**src/rtl/xnor_neuron_acc.sv**
```systemverilog
// Binary neuron: serially-loaded weights/bias, popcount accumulation over FRAMES frames, threshold decision.
// Optional macro NEURON_XNOR_EN selects XNOR (bipolar) synapses instead of AND synapses.
module xnor_neuron_acc #(
  parameter  int INPUTS    = 8,
  parameter  int BIAS_BITS = 4,
  parameter  int FRAMES    = 4,
  localparam int ACC_BITS  = $clog2(INPUTS*FRAMES+1)
) (
  input  logic                clk,
  input  logic                rst_n,
  input  logic                setup,
  input  logic                param_in,
  output logic                param_out,
  input  logic                in_valid,
  output logic                in_ready,
  input  logic [INPUTS-1:0]   inputs,
  output logic                out_valid,
  input  logic                out_ready,
  output logic                axon,
  output logic [ACC_BITS-1:0] count
);
  localparam int CNT_W = (FRAMES > 1) ? $clog2(FRAMES) : 1;
  localparam int CMP_W = (ACC_BITS > BIAS_BITS) ? ACC_BITS : BIAS_BITS;
  localparam logic [0:0] COLLECT = 1'b0;
  localparam logic [0:0] HOLD    = 1'b1;

  logic [INPUTS-1:0]    weights;
  logic [BIAS_BITS-1:0] bias;
  logic [ACC_BITS-1:0]  acc;
  logic [CNT_W-1:0]     fcnt;
  logic [0:0]           state;
  logic [INPUTS-1:0]    syn;
  logic [ACC_BITS-1:0]  pc;
  logic [ACC_BITS-1:0]  sum;
  logic                 accept;
  logic                 last;

  for (genvar i = 0; i < INPUTS; i++) begin : g_syn
`ifdef NEURON_XNOR_EN
    assign syn[i] = ~(weights[i] ^ inputs[i]);
`else
    assign syn[i] = weights[i] & inputs[i];
`endif
  end

  always_comb begin
    pc = '0;
    for (int i = 0; i < INPUTS; i++) pc = pc + ACC_BITS'(syn[i]);
  end

  // acc + pc never exceeds INPUTS*FRAMES, so ACC_BITS cannot overflow
  assign sum       = acc + pc;
  assign in_ready  = (state == COLLECT) && !setup;
  assign accept    = in_valid && in_ready;
  assign last      = (fcnt == CNT_W'(FRAMES-1));
  assign out_valid = (state == HOLD);
  assign param_out = bias[BIAS_BITS-1];

  // Parameter chain: param_in -> weights LSB ... weights MSB -> bias LSB ... bias MSB -> param_out
  always_ff @(posedge clk or negedge rst_n) begin
    if (!rst_n) begin
      weights <= '0;
      bias    <= '0;
    end else if (setup) begin
      weights <= {weights[INPUTS-2:0], param_in};
      bias    <= {bias[BIAS_BITS-2:0], weights[INPUTS-1]};
    end
  end

  always_ff @(posedge clk or negedge rst_n) begin
    if (!rst_n) begin
      acc   <= '0;
      fcnt  <= '0;
      state <= COLLECT;
      count <= '0;
      axon  <= 1'b0;
    end else if (setup) begin
      acc   <= '0;
      fcnt  <= '0;
      state <= COLLECT;
    end else if (state == HOLD) begin
      if (out_ready) state <= COLLECT;
    end else if (accept) begin
      if (last) begin
        count <= sum;
        axon  <= CMP_W'(sum) > CMP_W'(bias);
        acc   <= '0;
        fcnt  <= '0;
        state <= HOLD;
      end else begin
        acc  <= sum;
        fcnt <= fcnt + 1'b1;
      end
    end
  end
endmodule

```
**config.mk**
```make
export PLATFORM = sky130hd
export DESIGN_NAME = xnor_neuron_acc
export DESIGN_NICKNAME = d
export VERILOG_FILES = /design/src/rtl/xnor_neuron_acc.sv
export SDC_FILE = /design/constraint.sdc
export NUM_CORES = 1
export LEC_CHECK = 0
export BUFFER_PORTS_ARGS = -buffer_cell sky130_fd_sc_hd__buf_2
export CORE_ASPECT_RATIO = 0.5
export CORE_MARGIN = 2
export CORE_UTILIZATION = 43
export CTS_CLUSTER_SIZE = 25
export DETAILED_ROUTE_END_ITERATION = 6
export PLACE_DENSITY = 0.67
export SYNTH_ARGS = -nofsm -noshare
export SYNTH_HDL_FRONTEND = slang
export SYNTH_SLANG_ARGS = --single-unit
```
**constraint.sdc**
```tcl
create_clock -name clk -period 6.4 [get_ports clk]
set_input_delay 1.28 -clock clk [delete_from_list [all_inputs] [get_ports clk]]
set_output_delay 1.28 -clock clk [all_outputs]
set_load 0.005 [all_outputs]
```
== Yosys cells after proc, flatten, opt, wreduce, memory -nomap -nowiden ==
Index checks and enable logic that the tools add are counted.
Word-level totals
  register bits after elaboration: 28
  bits of input ports: 14
  logic and storage cells: 48
  output and inout bits: 10
Operators by class
  add/subtract/negate cells: 9
  reduce and logical (&&, ||, !) cells: 6
  bitwise operators: 10
  equal/unequal tests: 2
  muxes and demuxes: 13
  $lt $le $gt $ge: 1
Operators by type and width (number)
  2-to-1 mux 6 bit: 4
  adder 6 x 1 -> 6 bit: 2
  bitwise AND 1 bit: 8
  2-to-1 mux 2 bit: 4
  adder 5 x 1 -> 6 bit: 1
  adder 6 bit: 1
  greater-than comparator 6 x 4 -> 1 bit: 1
  adder 4 x 1 -> 5 bit: 1
  2-to-1 mux 1 bit: 5
  adder 3 x 1 -> 4 bit: 1
  AND reduction 4 bit: 1
  adder 2 x 1 -> 3 bit: 1
  adder 1 x 1 -> 2 bit: 1
  adder 2 x 1 -> 2 bit, second input constant: 1
  equality test 2 bit, second input constant: 1
  logical AND 1 bit: 2
  inequality test 2 bit, second input constant: 1
  NOT 1 bit: 2
  AND reduction 2 bit: 1
  nonzero test 2 bit: 1
  zero test 1 bit: 1

== Depth between registers and ports, before layout ==
  word-level depth: 13
  mapped depth: 15
  gate-level depth less buffers: 15

== Least setup slack after synthesis ==
No wires, ideal clock.
  path kind: input port to flip-flop
  start: input port inputs[0]
  end: register axon
  cell stages on the path: 15
  arrival: 4.738 ns
  data required time: 6.279 ns
  buffers on the path: 0
  library setup time: 0.121 ns
  slack: 1.540 ns
  path through: and2_1 fa_1 inv_1 fa_1 inv_1 fa_1 fa_1 a21o_1 a21oi_1 xnor2_1 ha_1 a21oi_1 o21ai_0 a211oi_2 o21ai_1
On the way
  cells in the longest elaborated chain, start to end: 10
RTL lines
  start, declared: line 16  | input logic [INPUTS-1:0] inputs,
  bitwise AND 1 bit: line 42  | assign syn[i] = weights[i] & inputs[i];
  adder 1 x 1 -> 2 bit: line 48  | for (int i = 0; i < INPUTS; i++) pc = pc + ACC_BITS'(syn[i]);
  adder 2 x 1 -> 3 bit: line 48
  adder 3 x 1 -> 4 bit: line 48
  adder 4 x 1 -> 5 bit: line 48
  adder 5 x 1 -> 6 bit: line 48
  adder 6 x 1 -> 6 bit (2 in series): line 48
  adder 6 bit: line 52  | assign sum = acc + pc;
  named net sum[3]: line 34  | logic [ACC_BITS-1:0] sum;
  greater-than comparator 6 x 4 -> 1 bit: line 86  | axon <= CMP_W'(sum) > CMP_W'(bias);
  end signal, assigned: line 86
  end, declared: line 19  | output logic axon,
The timed path passes the listed nets, and every way through them passes these cells.
A chain may end at the register's enable or synchronous reset.

== Final worst setup path ==
Same ends and word-level chain as after synthesis.

==> metrics.txt <==
status=complete, no violations; Nets=191; clk_skew=4.273 ps; Setup TNS=0 ps; Post-Route WL=2.587 mm; Skew-Pair Late Insertion Delay=280 ps; CP peak stage delay=520 ps; CTS H-Tree Depth=1; total core area=3435 um^2; total vias in the final route=985; Post-DP HPWL=1.927 mm; clock root buffer=clkbuf_8; cell mode on critical path=fa_1; post-synthesis cell area=1535 um^2; critical path endpoint category=register; Row Count=15; register area share after synthesis=45.64%; kind of critical path=in2reg; met3 usage=4.480%; post-DR wirelength/cell=12.26 um; Die X=88.50 um; CTS clk-pin slew, worst paths=100 ps; Via density=4.668; initial antenna violation count=0; Yosys reg bits=28; CTS sink count=28; Final Setup Violations=0; Max-slew headroom=58.26%; io pins=24; Final Hold Vio Count=0; largest net degree at the start of global routing=29; GR Util met1=21.75%; power after layout=758.4 uW; worst path required time=6570 ps; CTS tree=yes; Placed Area=1688 um^2; Ys Warns=0; Leak=0.0009156 uW; # port buffers=23; DRT antenna net count=0; Post-Place Setup Slack=1196 ps; Layout area overhead=14.59%; Power Density=431.1 nW/um^2; fin crit share=76.56%; unrepaired setup endpoints after global routing=false; Antenna Cells=0; vias in the first global route=916; grt ovf=0; # DRC=0; first-pass GRT wire length=4.381 mm; final setup margin=1500 ps; Worst EP arrival=5070 ps; max_cap viols=0; Worst Max-Slew Pin Slew=626.1 ps; Top delay family on crit path=adder cells; Die Y=46.25 um; Clock Tree Buf Depth=2; crit-path max FO=3; post_cts resized=0; crit-path cells=buf_2 -> and2_1 -> fa_1 -> inv_1 -> fa_1 -> inv_1 -> fa_1 -> fa_1 -> a21o_1 -> a21oi_1 -> xnor2_1 -> ha_1 -> a21oi_1 -> o21ai_0 -> a211oi_2 -> o21ai_1; filler cell count=335; Setup Buffers After CTS=0; gr busiest metal=met1; 1st-iter DRT viols=39; worst hold path class=reg2reg; gr usage total=14.87%; Critical-path top delay cell=fa_1; worst vdd ir=0.1508 mV; cts bufs inserted=3; drt first pass iters=4; Max Slew Vio Count=0; hold buffers post-CTS=0; full die area=4093 um^2; Syn Area/Cell=11.12 um^2; syn_nets=168; cells after synthesis=138; Initial Util=44.70%; RD Place Congestion=0.7507; fin crit period=4900 ps; crit path buf inv count=3; GRT met2 Usage=21.65%; Design Area, Final=1759 um^2; Fmax achieved=0.2041 GHz; layout cells sized above 1=26.25%; startpoint types=input port; post-synthesis cell type count=29
metal layers:
metal,vias to the layer above,part of all wire [%]
met1,460,53
li1,509,-
met5,-,0
met4,0,0.81
met3,2,3.7
met2,14,43
synthesized netlist by cell type (all sizes together):
cell type  number  area (um^2)
dfrtp          28        700.7
mux2           13        157.7
inv            12        45.04
nor2           12        45.04
ha             11        137.6
nand2           9        33.78
o21ai           8        40.04
a21oi           7        35.03
and2            6        37.54
fa              5        100.1
a22oi           4        30.03
clkbuf          3        11.26
nand2b          3        26.27
nor3            3        15.01
and3            2        12.51
buf             2        15.01
xnor2           2        17.52
xor2            2        17.52
a211oi          1        12.51
a21o            1        7.510
a221o           1        10.01
mux2i           1        10.01
nand4           1        6.260
or3b            1        11.26
metrics by stage:
stage	hold WS, ps	util [%]	cells
floorplan	449.8	-	138
global placement	468.2	49.14	207
detailed placement	478.3	49.14	207
CTS	500.2	51.22	211
global route	521.9	51.22	211
finish	490.3	51.22	211
worst paths after layout:
path	endpoint	startpoint	depth (start not counted)	slack, ps
setup / recovery	axon$_DFFE_PN0P_	inputs[0]	16	1500
hold / removal	bias[2]$_DFFE_PN0P_	bias[1]$_DFFE_PN0P_	2	490
setup reg to reg	axon$_DFFE_PN0P_	weights[0]$_DFFE_PN0P_	15	2170
hold reg to reg	bias[2]$_DFFE_PN0P_	bias[1]$_DFFE_PN0P_	2	490
max in group asynchronous	weights[3]$_DFFE_PN0P_	rst_n	1	4980
min in group asynchronous	count[3]$_DFFE_PN0P_	rst_n	1	1010
flip-flops by register name, summed over array words and instances (netlist names):
signal / count
acc: 6
weights: 8
fcnt: 2
count: 6
axon: 1
out_valid: 1
bias: 4
worst reg2reg max path: stages (launching register included):
cell	delay (ps)
dfrtp_1	390
and2_1	170
fa_1	500
inv_1	50
fa_1	520
inv_1	60
fa_1	500
fa_1	460
a21o_1	220
a21oi_1	180
xnor2_1	220
ha_1	330
a21oi_1	150
o21ai_0	110
a211oi_2	190
o21ai_1	80
logic make-up after synthesis:
group / Yosys count / synth area share (%)
compound gates: 22 / 8.802
xor+xnor: 4 / 2.282
fa+ha+maj: 16 / 15.49
buf+inv: 17 / 4.645
flops: 28 / 45.64
mux: 14 / 10.92
simple gates: 37 / 12.22
placed cells by master, fill, tap and decap left out, drive strengths merged, types with 2 or more instances in the layout:
| cell type | instances |
|---|---|
| dfrtp | 28 |
| clkbuf | 3 |
| and2 | 6 |
| xor2 | 2 |
| nand2b | 3 |
| and3 | 2 |
| a21oi | 7 |
| fa | 5 |
| xnor2 | 2 |
| nand2 | 9 |
| a22oi | 4 |
| mux2 | 13 |
| inv | 12 |
| nor3 | 3 |
| o21ai | 8 |
| ha | 11 |
| buf | 23 |
| nor2 | 12 |
cell type report:
type                            instances  area, um^2  share of cell area [%]
Inverter                               12       45.04                   2.560
Tap cell                               51       63.81                   3.627
Clock buffer                            3       41.29                   2.347
Timing Repair Buffer                   23       115.1                   6.543
Sequential cell                        28       700.7                   39.83
Multi-Input combinational cell         93       763.2                   43.39
Clock inverter                          1       30.03                   1.707
power by group:
| part | internal [uW] | switching, uW |
|---|---|---|
| sequential | 220 | 26.8 |
| clock | 83.8 | 55.3 |
| combinational | 175 | 198 |
| total | 478 | 280 |
No activity file was read; power rests on OpenSTA's default activity.
